**src/rtl/mac_drain_requant_pkg.sv**
```systemverilog
// Shared types and constants for the MAC drain / requantization stage.
package mac_pkg;

    localparam int ACC_W = 32;  // accumulator width, two's complement
    localparam int OUT_W = 8;   // requantized output width, two's complement

    typedef enum logic {
        IDLE  = 1'b0,
        DRAIN = 1'b1
    } drain_state_e;

    typedef logic signed [ACC_W-1:0] acc_t;
    typedef logic signed [OUT_W-1:0] q_t;

endpackage

```
**src/rtl/mac_drain_requant_if.sv**
```systemverilog
// Capture and output-stream signals of the drain stage. The producer/consumer
// side uses the master modport, the drain stage itself the slave modport.
interface mac_drain_requant_if
    import mac_pkg::*;
#(
    parameter int LANES = 8
);
    localparam int IDX_W = $clog2(LANES);

    // Capture side
    logic                     cap_i;
    logic [4:0]               shift_i;
    logic [LANES*ACC_W-1:0]   acc_i;
    logic                     cap_ack_o;
    logic                     busy_o;

    // Output stream
    logic                     out_valid_o;
    logic                     out_ready_i;
    q_t                       out_data_o;
    logic [IDX_W-1:0]         out_idx_o;
    logic                     out_last_o;
    logic                     out_sat_o;

    modport master (
        output cap_i, shift_i, acc_i, out_ready_i,
        input  cap_ack_o, busy_o, out_valid_o, out_data_o, out_idx_o,
               out_last_o, out_sat_o
    );

    modport slave (
        input  cap_i, shift_i, acc_i, out_ready_i,
        output cap_ack_o, busy_o, out_valid_o, out_data_o, out_idx_o,
               out_last_o, out_sat_o
    );

endinterface

```
**src/rtl/mac_drain_requant_requant_sat.sv**
```systemverilog
// Combinational requantizer: rounding (half-up) arithmetic right shift of a
// 32-bit accumulator followed by saturation to the signed output range.
module requant_sat
    import mac_pkg::*;
(
    input  acc_t       x,
    input  logic [4:0] shift,
    output q_t         value,
    output logic       sat
);
    // One guard bit so that adding the rounding constant can never overflow.
    localparam logic signed [ACC_W:0] Q_MAX = (ACC_W+1)'((1 << (OUT_W-1)) - 1);
    localparam logic signed [ACC_W:0] Q_MIN = -Q_MAX - (ACC_W+1)'(1);

    logic signed [ACC_W:0] ext;
    logic signed [ACC_W:0] rnd;
    logic signed [ACC_W:0] sum;
    logic signed [ACC_W:0] shifted;

    // Round, shift, then clamp into the output range.
    always_comb begin
        // NOTE: every always_comb output gets a default first so no path can
        // leave it unassigned and infer a latch.
        value   = '0;
        sat     = 1'b0;
        ext     = {x[ACC_W-1], x};
        rnd     = (shift == 5'd0) ? '0 : ((ACC_W+1)'(1) << (shift - 5'd1));
        sum     = ext + rnd;
        shifted = sum >>> shift;
        if (shifted > Q_MAX) begin
            value = Q_MAX[OUT_W-1:0];
            sat   = 1'b1;
        end else if (shifted < Q_MIN) begin
            value = Q_MIN[OUT_W-1:0];
            sat   = 1'b1;
        end else begin
            value = shifted[OUT_W-1:0];
        end
    end

endmodule

```
**src/rtl/mac_drain_requant.sv**
```systemverilog
// Drain stage for a row of MAC accumulators: snapshots all lanes on capture,
// acknowledges so the MAC row clears, then streams requantized lanes out one
// per handshake. A capture may overlap the final handshake of a drain, so
// back-to-back captures stream without a bubble.
module mac_drain_requant
    import mac_pkg::*;
#(
    parameter int LANES = 8
)(
    input  logic                clk,
    input  logic                rst,
    mac_drain_requant_if.slave  bus
);
    localparam int IDX_W = $clog2(LANES);
    localparam logic [IDX_W-1:0] LAST_IDX = IDX_W'(LANES - 1);

    drain_state_e     state_q, state_d;
    acc_t             bank_q [LANES];
    logic [4:0]       shift_q;
    logic [IDX_W-1:0] idx_q;
    logic [IDX_W-1:0] idx_p1;
    q_t               data_q;
    logic             last_q;
    logic             sat_q;

    logic             out_valid;
    logic             handshake;
    logic             accept;

    q_t               cap_value, adv_value;
    logic             cap_sat, adv_sat;

    assign out_valid = (state_q == DRAIN);
    assign handshake = out_valid && bus.out_ready_i;

    // Wraps explicitly so a non-power-of-two LANES never indexes past the bank.
    assign idx_p1 = (idx_q == LAST_IDX) ? '0 : idx_q + IDX_W'(1);

    // Lane 0 of a new capture is taken straight from the live accumulators.
    requant_sat u_requant_cap (
        .x     (bus.acc_i[ACC_W-1:0]),
        .shift (bus.shift_i),
        .value (cap_value),
        .sat   (cap_sat)
    );

    // Following lanes come from the snapshot with the latched shift.
    requant_sat u_requant_adv (
        .x     (bank_q[idx_p1]),
        .shift (shift_q),
        .value (adv_value),
        .sat   (adv_sat)
    );

    // State register.
    always_ff @(posedge clk) begin
        // NOTE: sequential state uses non-blocking assignments so every flop
        // samples the pre-edge values, independent of statement order.
        if (rst) state_q <= IDLE;
        else     state_q <= state_d;
    end

    // Next state and capture accept; a capture is only taken when idle or
    // on the handshake of the last lane.
    always_comb begin
        state_d = state_q;
        accept  = 1'b0;
        unique case (state_q)
            IDLE: begin
                if (bus.cap_i) begin
                    accept  = 1'b1;
                    state_d = DRAIN;
                end
            end
            DRAIN: begin
                if (handshake && last_q) begin
                    if (bus.cap_i) accept  = 1'b1;
                    else           state_d = IDLE;
                end
            end
            default: state_d = IDLE;
        endcase
    end

    // Accumulator snapshot and shift amount, written only on accept.
    always_ff @(posedge clk) begin
        // NOTE: the bank is not reset; it is always rewritten by the capture
        // that makes its contents visible, so reset would only cost flops.
        if (accept) begin
            shift_q <= bus.shift_i;
            for (int k = 0; k < LANES; k++) begin
                bank_q[k] <= bus.acc_i[k*ACC_W +: ACC_W];
            end
        end
    end

    // Output beat register: load lane 0 on accept, advance on handshake,
    // clear after the last lane leaves, hold under backpressure.
    always_ff @(posedge clk) begin
        if (rst) begin
            idx_q  <= '0;
            data_q <= '0;
            last_q <= 1'b0;
            sat_q  <= 1'b0;
        end else if (accept) begin
            idx_q  <= '0;
            data_q <= cap_value;
            last_q <= 1'b0;
            sat_q  <= cap_sat;
        end else if (handshake) begin
            if (last_q) begin
                idx_q  <= '0;
                data_q <= '0;
                last_q <= 1'b0;
                sat_q  <= 1'b0;
            end else begin
                idx_q  <= idx_p1;
                data_q <= adv_value;
                last_q <= (idx_p1 == LAST_IDX);
                sat_q  <= adv_sat;
            end
        end
    end

    assign bus.cap_ack_o   = accept;
    assign bus.busy_o      = out_valid;
    assign bus.out_valid_o = out_valid;
    assign bus.out_data_o  = data_q;
    assign bus.out_idx_o   = idx_q;
    assign bus.out_last_o  = last_q;
    assign bus.out_sat_o   = sat_q;

endmodule

```
**src/flat_wrapper.sv**
```systemverilog
// flat-port wrapper written by rule: the top's interface ports become plain ports
module mac_drain_requant_flat import mac_pkg::*;
#(
    parameter int LANES = 8
)
  (clk, rst, bus_cap_i, bus_shift_i, bus_acc_i, bus_out_ready_i, bus_cap_ack_o, bus_busy_o, bus_out_valid_o, bus_out_data_o, bus_out_idx_o, bus_out_last_o, bus_out_sat_o);
  mac_drain_requant_if #(.LANES(LANES)) bus_i ();
  input  logic clk;
  input  logic rst;
  input wire logic [$bits(bus_i.cap_i)-1:0] bus_cap_i;
  input wire logic [$bits(bus_i.shift_i)-1:0] bus_shift_i;
  input wire logic [$bits(bus_i.acc_i)-1:0] bus_acc_i;
  input wire logic [$bits(bus_i.out_ready_i)-1:0] bus_out_ready_i;
  output wire logic [$bits(bus_i.cap_ack_o)-1:0] bus_cap_ack_o;
  output wire logic [$bits(bus_i.busy_o)-1:0] bus_busy_o;
  output wire logic [$bits(bus_i.out_valid_o)-1:0] bus_out_valid_o;
  output wire logic [$bits(bus_i.out_data_o)-1:0] bus_out_data_o;
  output wire logic [$bits(bus_i.out_idx_o)-1:0] bus_out_idx_o;
  output wire logic [$bits(bus_i.out_last_o)-1:0] bus_out_last_o;
  output wire logic [$bits(bus_i.out_sat_o)-1:0] bus_out_sat_o;
  assign bus_i.cap_i = bus_cap_i;
  assign bus_i.shift_i = bus_shift_i;
  assign bus_i.acc_i = bus_acc_i;
  assign bus_i.out_ready_i = bus_out_ready_i;
  assign bus_cap_ack_o = bus_i.cap_ack_o;
  assign bus_busy_o = bus_i.busy_o;
  assign bus_out_valid_o = bus_i.out_valid_o;
  assign bus_out_data_o = bus_i.out_data_o;
  assign bus_out_idx_o = bus_i.out_idx_o;
  assign bus_out_last_o = bus_i.out_last_o;
  assign bus_out_sat_o = bus_i.out_sat_o;
  mac_drain_requant #(.LANES(LANES)) u_core (.clk(clk), .rst(rst), .bus(bus_i));
endmodule
```
**config.mk**
```make
export PLATFORM = sky130hd
export DESIGN_NAME = mac_drain_requant_flat
export DESIGN_NICKNAME = d
export VERILOG_FILES = /design/src/rtl/mac_drain_requant_pkg.sv /design/src/rtl/mac_drain_requant_if.sv /design/src/rtl/mac_drain_requant_requant_sat.sv /design/src/rtl/mac_drain_requant.sv /design/src/flat_wrapper.sv
export SDC_FILE = /design/constraint.sdc
export NUM_CORES = 1
export LEC_CHECK = 0
export BUFFER_PORTS_ARGS = -buffer_cell sky130_fd_sc_hd__buf_2
export CORE_MARGIN = 2
export CORE_UTILIZATION = 49
export CTS_BUF_LIST = sky130_fd_sc_hd__clkbuf_16
export CTS_CLUSTER_DIAMETER = 50
export DETAILED_ROUTE_END_ITERATION = 8
export GPL_TIMING_DRIVEN = 1
export PLACE_DENSITY = 0.69
export SYNTH_ARGS = -nofsm -noshare
export SYNTH_HDL_FRONTEND = slang
export SYNTH_HIERARCHICAL = 1
export SYNTH_SLANG_ARGS = --single-unit
export TNS_END_PERCENT = 100
```
**constraint.sdc**
```tcl
create_clock -name clk -period 29.3 [get_ports clk]
set_input_delay 5.86 -clock clk [delete_from_list [all_inputs] [get_ports clk]]
set_output_delay 5.86 -clock clk [all_outputs]
set_load 0.01 [all_outputs]
```
=== After elaboration in Yosys (flattened, before gate mapping) ===
Memory sizes are Yosys's and may differ from the RTL's.
Index checks and enable logic that the tools add are counted.

* Mux-type cells: 26
* Bitwise gates (word level): 1
* $add $sub $neg: 5
* Magnitude comparators: 4
* Equality and inequality tests: 2
* Shifts and indexed selects: 4
* Reductions and logical operators: 6

{| class="wikitable"
|+ Operators by type and width
! operator !! number
|-
| adder 32 x 33 -> 33 bit || 2
|-
| greater-than comparator 33 x 8 -> 1 bit (second input constant) || 2
|-
| less-than comparator 33 x 8 -> 1 bit (second input constant) || 2
|-
| two-way mux 33 bit || 2
|-
| left shift 1 x 5 -> 33 bit (first input constant) || 2
|-
| >>> shifter 33 x 5 -> 33 bit || 2
|-
| two-way mux 8 bit || 7
|-
| two-way mux 1 bit || 13
|-
| logical NOT 5 bit || 2
|-
| subtractor 5 x 1 -> 5 bit (second input constant) || 2
|-
| == test 3 bit (second input constant) || 2
|-
| two-way mux 3 bit || 2
|-
| case mux 1 bit (2 select lines) || 2
|-
| adder 3 x 1 -> 3 bit (second input constant) || 1
|-
| logical AND 1 bit || 2
|-
| nonzero test 2 bit || 1
|-
| OR reduction 2 bit || 1
|-
| NOT 1 bit || 1
|}

* Memories kept: 1
* Input bits: 265
* Output and inout port bits: 16
* Bits in writable memories: 256
* Flip-flop bits (word level): 19

{| class="wikitable"
|+ Memories
! memory !! words !! bits a word !! rd ports !! clocked after memory_dff !! wr ports !! RTL line !! source
|-
| u_core.bank_q || 8 || 32 || 1 || 0 || 8 || mac_drain_requant.sv:18 || <nowiki>acc_t bank_q [LANES];</nowiki>
|}

=== Depth between registers and ports, before layout ===
Gate-level depths: netlist (run 1).

* Word-level depth: 11
* Mapped depth: 27

=== Hierarchy ===
The synthesis (run 1) kept the hierarchy.

{| class="wikitable"
|+ Modules (own cells, without submodules)
! module !! cells each !! sequential area each (µm²) !! area an instance (µm²) !! instances
|-
| mac_drain_requant || 543 || 8117.8 || 10626.4 || 1
|-
| requant_sat at u_core.u_requant_cap || 785 || 0.0 || 5143.7 || 1
|-
| requant_sat at u_core.u_requant_adv || 757 || 0.0 || 5071.1 || 1
|}

=== Least setup slack after synthesis (run 1) ===
No wires, ideal clock.

* Path kind: in2out
* Start point: input bus_cap_i
* End point: output bus_cap_ack_o
* Arrival time: 17.650 ns
* Slack: 5.790 ns
* Cell stages on the path: 2
* Data required time: 23.440 ns
* Path buffers: 1
* Path through: clkbuf_1 nor2b_1

* Longest elaborated chain between the ends: 3

{| class="wikitable"
|+ Ends and longest elaborated chain
! element !! RTL line !! source
|-
| start: declaration || flat_wrapper.sv:10 || <nowiki>input wire logic [$bits(bus_i.cap_i)-1:0] bus_cap_i;</nowiki>
|-
| two-way mux 1 bit * || mac_drain_requant.sv:70, mac_drain_requant.sv:77 ||
|-
| two-way mux 1 bit || mac_drain_requant.sv:76 || <nowiki>if (handshake && last_q) begin</nowiki>
|-
| case mux 1 bit (2 select lines) * || mac_drain_requant.sv:68 || <nowiki>unique case (state_q)</nowiki>
|-
| end: declaration || flat_wrapper.sv:14 || <nowiki>output wire logic [$bits(bus_i.cap_ack_o)-1:0] bus_cap_ack_o;</nowiki>
|}

Every way passes the cells marked *; elsewhere a longest branch is shown, timed or not.

=== Final worst setup path (run 1) ===
* Start point: input bus_shift_i[0]
* End point: register u_core.data_q[3], in the netlist u_core/bus.out_data_o[3]

* Longest elaborated chain between the ends: 9
* Elaborated cells between the ends (all ways): 11
* Classes of those cells: add/sub (2); order compare (2); shift (2); mux (4); reduce/logical (1)

{| class="wikitable"
|+ Ends and longest elaborated chain
! element !! RTL line !! source
|-
| start: declaration || flat_wrapper.sv:11 || <nowiki>input wire logic [$bits(bus_i.shift_i)-1:0] bus_shift_i;</nowiki>
|-
| subtractor 5 x 1 -> 5 bit || mac_drain_requant_requant_sat.sv:27 || <nowiki>rnd = (shift == 5'd0) ? '0 : ((ACC_W+1)'(1) << (shift - 5'd1));</nowiki>
|-
| left shift 1 x 5 -> 33 bit || mac_drain_requant_requant_sat.sv:27 ||
|-
| two-way mux 33 bit || mac_drain_requant_requant_sat.sv:27 ||
|-
| adder 32 x 33 -> 33 bit || mac_drain_requant_requant_sat.sv:28 || <nowiki>sum = ext + rnd;</nowiki>
|-
| >>> shifter 33 x 5 -> 33 bit * || mac_drain_requant_requant_sat.sv:29 || <nowiki>shifted = sum >>> shift;</nowiki>
|-
| less-than comparator 33 x 8 -> 1 bit || mac_drain_requant_requant_sat.sv:33 || <nowiki>end else if (shifted < Q_MIN) begin</nowiki>
|-
| two-way mux 8 bit || mac_drain_requant_requant_sat.sv:33 ||
|-
| two-way mux 8 bit * || mac_drain_requant_requant_sat.sv:30 || <nowiki>if (shifted > Q_MAX) begin</nowiki>
|-
| net u_core.cap_value[3] || mac_drain_requant.sv:30 || <nowiki>q_t cap_value, adv_value;</nowiki>
|-
| two-way mux 8 bit * || mac_drain_requant.sv:105 || <nowiki>end else if (accept) begin</nowiki>
|-
| end signal: assignment || mac_drain_requant.sv:107 || <nowiki>data_q <= cap_value;</nowiki>
|-
| end signal: assignment || mac_drain_requant.sv:118 || <nowiki>data_q <= adv_value;</nowiki>
|-
| end: declaration || mac_drain_requant.sv:22 || <nowiki>q_t data_q;</nowiki>
|}

The timed path passes the listed nets; every way through them passes the cells marked *.
A chain may end at the register's enable or synchronous reset.

==> results of run 1 <==
metrics by stage:
stage	hold slack [ns]	power, W	utilization, %	setup WS, ns	instances
final	0.5058	0.001110	55.85	15.74	2851
after global routing	0.5587	0.001151	55.82	15.04	2845
after CTS	0.5083	0.001107	55.77	15.98	2837
after detailed placement	0.4996	0.0007351	53.44	15.41	2785
after global placement	0.4937	0.0007321	53.44	15.64	2785
after floorplan	0.5184	0.0006572	-	5.790	2085
sequential cells by signal, indices dropped and copies added (netlist names):
| signal | cells |
|---|---|
| u_core/bus.out_idx_o | 3 |
| u_core/bus.out_data_o | 8 |
| u_core/bank_q | 256 |
| u_core/bus.out_last_o | 1 |
| u_core/bus.busy_o | 1 |
| u_core/shift_q | 5 |
| u_core/bus.out_sat_o | 1 |
worst max-delay path by stage:
stage | start | end | slack (ns) | cells past startpoint
6_report | bus_shift_i[0] | u_core/bus.out_data_o[3] | 15.74 | 27
5_1_grt | bus_shift_i[2] | u_core/bus.out_data_o[5] | 15.04 | 22
3_3_place_gp | bus_shift_i[0] | u_core/bus.out_data_o[3] | 15.64 | 27
3_5_place_dp | bus_shift_i[0] | u_core/bus.out_data_o[3] | 15.41 | 27
4_1_cts | bus_shift_i[0] | u_core/bus.out_data_o[3] | 15.98 | 27
2_1_floorplan | bus_cap_i | bus_cap_ack_o | 5.79 | 2
per-layer routing:
layer  vias up  wire (um)
li1       8556          -
met1      9150      29640
met2      1066      32090
met3       130       7452
met4         8       2358
met5         -         44
Yosys cell counts, drive strengths merged, types with 48 or more instances:
cell    number
a21oi      151
buf         61
clkbuf      80
edfxtp     261
ha          67
mux2i       52
mux4        90
nand2      230
nand4       48
nor2       205
nor3        64
o21ai      118
layout make-up:
| type | instances | area [sq um] | share of cell area [%] |
|---|---|---|---|
| multi-input combinational | 1631 | 11910 | 50.85 |
| clock buffer | 31 | 775.7 | 3.311 |
| tap | 539 | 674.4 | 2.879 |
| sequential | 275 | 8118 | 34.65 |
| antenna | 14 | 35.03 | 0.1495 |
| inverter | 38 | 142.6 | 0.6088 |
| clock inverter | 21 | 202.7 | 0.8652 |
| timing repair buffer | 302 | 1567 | 6.686 |
cells by family after synthesis:
logic type	share of synthesized area [%]
simple gates	17.43
compound gates	20.62
flops	38.95
buf+inv	3.992
mux	12.94
fa+ha+maj	4.214
xor+xnor	1.807
other cells	0.03603
where the power goes:
part	internal, W	switching (W)	total [W]
sequential	0.000457	0.00000704	0.000464
combinational	0.0000976	0.000174	0.000272
clock	0.000212	0.000162	0.000374
worst max-delay path, delay by kind of cell:
family          cells  cell delay [ns]
simple gates        8             1.27
compound gates     12             4.74
fa+ha+maj           2             0.62
buf+inv             5             1.51
==> impl_metrics.py, run 1 <==
metrics = {
    "critical_path": {
        "reg2reg_depth": 22,
        "cp.required_ns": 29.77,
        "r2r-end": "u_core/bus.out_data_o[3]",
        "cpMaxStageDelayCell": "o41ai_1",
        "r2r_slack_ns": 20.89,
        "criticalPathCategory": "input pin to flop",
        "cp_common_cell": "o21ai_0",
        "r2r-start": "u_core/bus.out_idx_o[0]",
        "setup.worst_path.start_class": "input pin",
        "cp_max_fo": 51,
        "end_kind": "flop",
        "arrival_ns": 14.03,
        "slowest_delay_ns": 1.15,
    },
    "sta": {
        "period_needed_ns": 13.56,
        "clock_skew_ns": 0.03409,
        "rsz0062_at_grt": "no",
        "fin_crit_sh_pct": 46.28,
        "fmax_mhz": 73.74,
        "drv_slew": 0,
        "relSlewSlack_pct": 11.27,
        "hold_viol_final": 0,
        "setup_tns_ns": 0,
        "tightest_slew_ns": 1.314,
        "finalSetupViolCount": 0,
    },
    "power": {
        "p_leak_nw": 8.927,
        "power.density_nw_per_um2": 47.38,
        "ir_drop_mv": 0.06407,
    },
    "synth": {
        "synth_edf_count": 261,
        "synthTopCellsByArea": "edfxtp_1 38%, mux4_2 9.7%, nand2_1 4.1%",
        "ys_types": 110,
        "avgSynthCellArea_sq_um": 9.996,
        "ys_seq_area_share_pct": 38.95,
        "yosysTopAreaCellShare_pct": 37.61,
        "synth_seq_cells": 275,
        "syn_area_sq_um": 20840,
        "syn_nets": 2419,
        "synthArstFlopShare_pct": 0,
        "synthFlopType": "edfxtp_1",
        "yosysTopAreaCell": "edfxtp_1",
        "ys_warn_count": 6,
        "synthCells": 2085,
    },
    "placed_design": {
        "gp_congestion": 1.018,
        "hpwl_um": 55300,
        "dpl-instance-area_sq_um": 22420,
        "port_buffers": 280,
    },
    "worst_hold_path": {
        "worstHoldPathCells": 2,
        "min_to": "u_core/bus.out_data_o[7]",
        "hold_path_class": "flop to flop",
        "hp-start": "u_core/bus.out_data_o[7]",
    },
    "cts": {
        "cts_sinks": 275,
        "numCtsBuffers": 31,
        "cts_hold_buf": 0,
        "cts_root_buffer": "clkbuf_16",
        "clk_pin_slew_ns": 0.06,
        "ctsResizeCount": 0,
        "ctsLongestPathBuffers": 3,
        "worstSkewPairLatency_ns": 0.61,
        "cts_setup_buffers": 0,
        "htreeDepth": 1,
        "cts_tree": "built",
    },
    "grt": {
        "top_usage_layer": "met2",
        "grt.met1_usage_pct": 44.79,
        "grt_pass1_vias": 17995,
        "grt_pass1_wl_um": 107800,
        "antenna_found_initial": 19,
        "grtUsageMet2_pct": 49.03,
        "use_met3_pct": 7.509,
        "gr-total-overflow": 0,
        "grt.total_usage_pct": 31.94,
        "grt_max_degree": 91,
    },
    "die": {
        "rows": 75,
        "die_w_um": 210.2,
        "die_h_um": 210.2,
        "core_area_sq_um": 41950,
        "num_io_pins": 281,
        "start_util_pct": 49.69,
        "die_area_sq_um": 44200,
    },
    "outcome": {
        "outcome": "complete, no violations",
    },
    "drt": {
        "wl_per_cell_um": 25.11,
        "via_per_inst": 6.633,
        "vias": 18910,
        "dr.pass1.iters": 7,
        "drc": 0,
        "drtIter0Drc": 2504,
        "wirelength_um": 71590,
        "antenna_left": 0,
    },
    "layout": {
        "drive_above_1_share_pct": 22.45,
        "syn_to_final_growth_pct": 12.42,
        "layout_commonest_cell": "buf_2",
        "nFillCells": 3649,
        "final_cell_mix": "280 x buf_2, 261 x edfxtp_1, 228 x nand2_1",
        "fin_area_sq_um": 23430,
        "layout.nets": 2613,
    },
    "job": {
        "max_cap_viol_count": 0,
    },
}
Power figures use the tool's default switching activity.
==> run 2: changes to the inputs <==
- PLACE_DENSITY: 0.69 -> 0.71
- clock period: 29.3 -> 10.9 ns (I/O delays scaled with it)
==> run 2 against run 1 <==
Register-to-register slack worse by 18 ns. Routed wire length up 2.2%. Non-clock buffer count up 5. Sequential power rose to 2.7 times the previous value. Power rose to 2.7 times the previous value. Sequential share of layout area about the same. Clock-buffer cell count unchanged. Clock skew down 0.016 ns.
==> impl_metrics.py, run 2 (synthesis gave the netlist of run 1 again) <==
metrics = {
    "layout": {
        "nFillCells": 3619,
        "syn_to_final_growth_pct": 12.58,
        "stdcell_count": 2855,
        "layout.nets": 2618,
        "layout_commonest_cell": "buf_2",
        "largest_register_ffs": 256,
        "final_cell_mix": "280 x buf_2, 261 x edfxtp_1, 228 x nand2_1",
        "regMostFlops": "u_core/bank_q",
        "drive_above_1_share_pct": 22.56,
        "regArea_sq_um": 8118,
        "multi_input_area_sq_um": 11910,
    },
    "cts": {
        "cts_tree": "built",
        "ctsResizeCount": 0,
        "numCtsBuffers": 31,
        "htreeDepth": 1,
        "cts_root_buffer": "clkbuf_16",
        "cts_sinks": 275,
        "cts_setup_buffers": 0,
        "ctsLongestPathBuffers": 3,
        "worstSkewPairLatency_ns": 0.60,
        "clk_pin_slew_ns": 0.06,
        "cts_hold_buf": 0,
    },
    "drt": {
        "dr.pass1.iters": 8,
        "wirelength_um": 73160,
        "antenna_left": 0,
        "via_per_inst": 6.714,
        "wl_per_cell_um": 25.63,
        "drtIter0Drc": 2548,
        "drc": 0,
        "vias": 19169,
    },
    "sta": {
        "tightest_slew_ns": 1.117,
        "relSlewSlack_pct": 25.52,
        "period_needed_ns": 8.938,
        "fin_crit_sh_pct": 82.00,
        "drv_slew": 0,
        "rsz0062_at_grt": "no",
        "clock_skew_ns": 0.01791,
        "timing.hold.ws_ns": 0.4990,
        "fmax_mhz": 111.9,
        "finalSetupViolCount": 0,
        "setup_tns_ns": 0,
        "hold_viol_final": 0,
    },
    "grt": {
        "grt_max_degree": 92,
        "grt.total_usage_pct": 32.55,
        "grt_pass1_vias": 18086,
        "grt_pass1_wl_um": 109500,
        "antenna_found_initial": 15,
        "gr-total-overflow": 0,
    },
    "critical_path": {
        "cp_max_fo": 16,
        "criticalPathCategory": "input pin to flop",
        "setup.worst_path.start_class": "input pin",
        "end_kind": "flop",
        "arrival_ns": 9.41,
        "r2r_slack_ns": 2.88,
        "cp.required_ns": 11.37,
    },
    "die": {
        "start_util_pct": 49.69,
        "core_area_sq_um": 41950,
        "die_h_um": 210.2,
        "num_io_pins": 281,
        "rows": 75,
        "die_area_sq_um": 44200,
        "die_w_um": 210.2,
    },
    "power": {
        "power.density_nw_per_um2": 127.4,
        "ir_drop_mv": 0.1390,
        "p_leak_nw": 8.962,
    },
    "placed_design": {
        "hpwl_um": 56410,
        "dp_cells": 2790,
        "gp_congestion": 1.003,
        "port_buffers": 280,
    },
    "outcome": {
        "outcome": "complete, no violations",
    },
    "worst_hold_path": {
        "hold_path_class": "flop to flop",
    },
    "job": {
        "max_cap_viol_count": 0,
    },
}
-- run 2: changes by cell type in the layout (fill, tap and decap cells not counted), sizes merged --
cell	before	now
buf	302	307
clkinv	10	8
diode	14	11
inv	46	50
-- run 2: final cells by class --
type	instances	share of cell area [%]
clock inverters	23	0.8799
multi-input cells	1631	50.78
clock buffers	31	3.306
repair buffers	307	6.837
well taps	539	2.874
diodes	11	0.1173
inverters	38	0.6079
flip-flops and latches	275	34.60
-- run 2: per-layer routing --
metal	global-route usage [%]	routed length, um
met5	0	55
met4	11.30	2773
met3	6.213	7737
met2	50.30	32610
met1	46.10	29980
-- run 2: where the power goes --
part,internal [W],switching (W)
clock network,0.000571,0.000433
logic,0.000263,0.000474
registers,0.00123,0.0000178
-- run 2: final timing paths --
kind / startpoint / to / depth (start not counted)
hold / removal: u_core/bus.out_data_o[4] / u_core/bus.out_data_o[4] / 2
setup / recovery: bus_shift_i[1] / u_core/bus.out_data_o[3] / 23
hold reg to reg: u_core/bus.out_data_o[4] / u_core/bus.out_data_o[4] / 2
setup reg to reg: u_core/bus.out_idx_o[0] / u_core/bus.out_data_o[6] / 22
-- run 2: per-stage QoR --
stage               total power (W)  cell area [sq um]  utilization, %  setup WS, ns
finish                     0.002988              23460           55.93         1.962
global route               0.003094              23450           55.90         1.579
CTS                        0.002980              23440           55.87         2.260
detailed placement         0.001980              22450           53.53         1.691
global placement           0.001972              22450           53.53         1.827
floorplan                  0.001749              20850               -         2.405
-- run 2: critical path, cell delays in order --
cell       delay (ns)
buf_2            0.09
clkinv_1         0.39
buf_4            0.38
nand2_1          0.45
nor3_1           0.11
ha_1             0.54
and4_1           0.32
nor3b_1          0.31
a22o_1           0.36
o21ai_0          0.14
o211ai_1         0.39
mux2i_1          0.18
nor4b_1          0.82
mux2i_1          0.23
mux2_2           0.32
a2bb2oi_1        0.15
a2111oi_0        0.63
a31oi_1          0.34
o21ai_0          0.31
nor2b_1          0.07
o21ai_0          0.13
o21ai_0          0.11
a2111oi_0        0.43
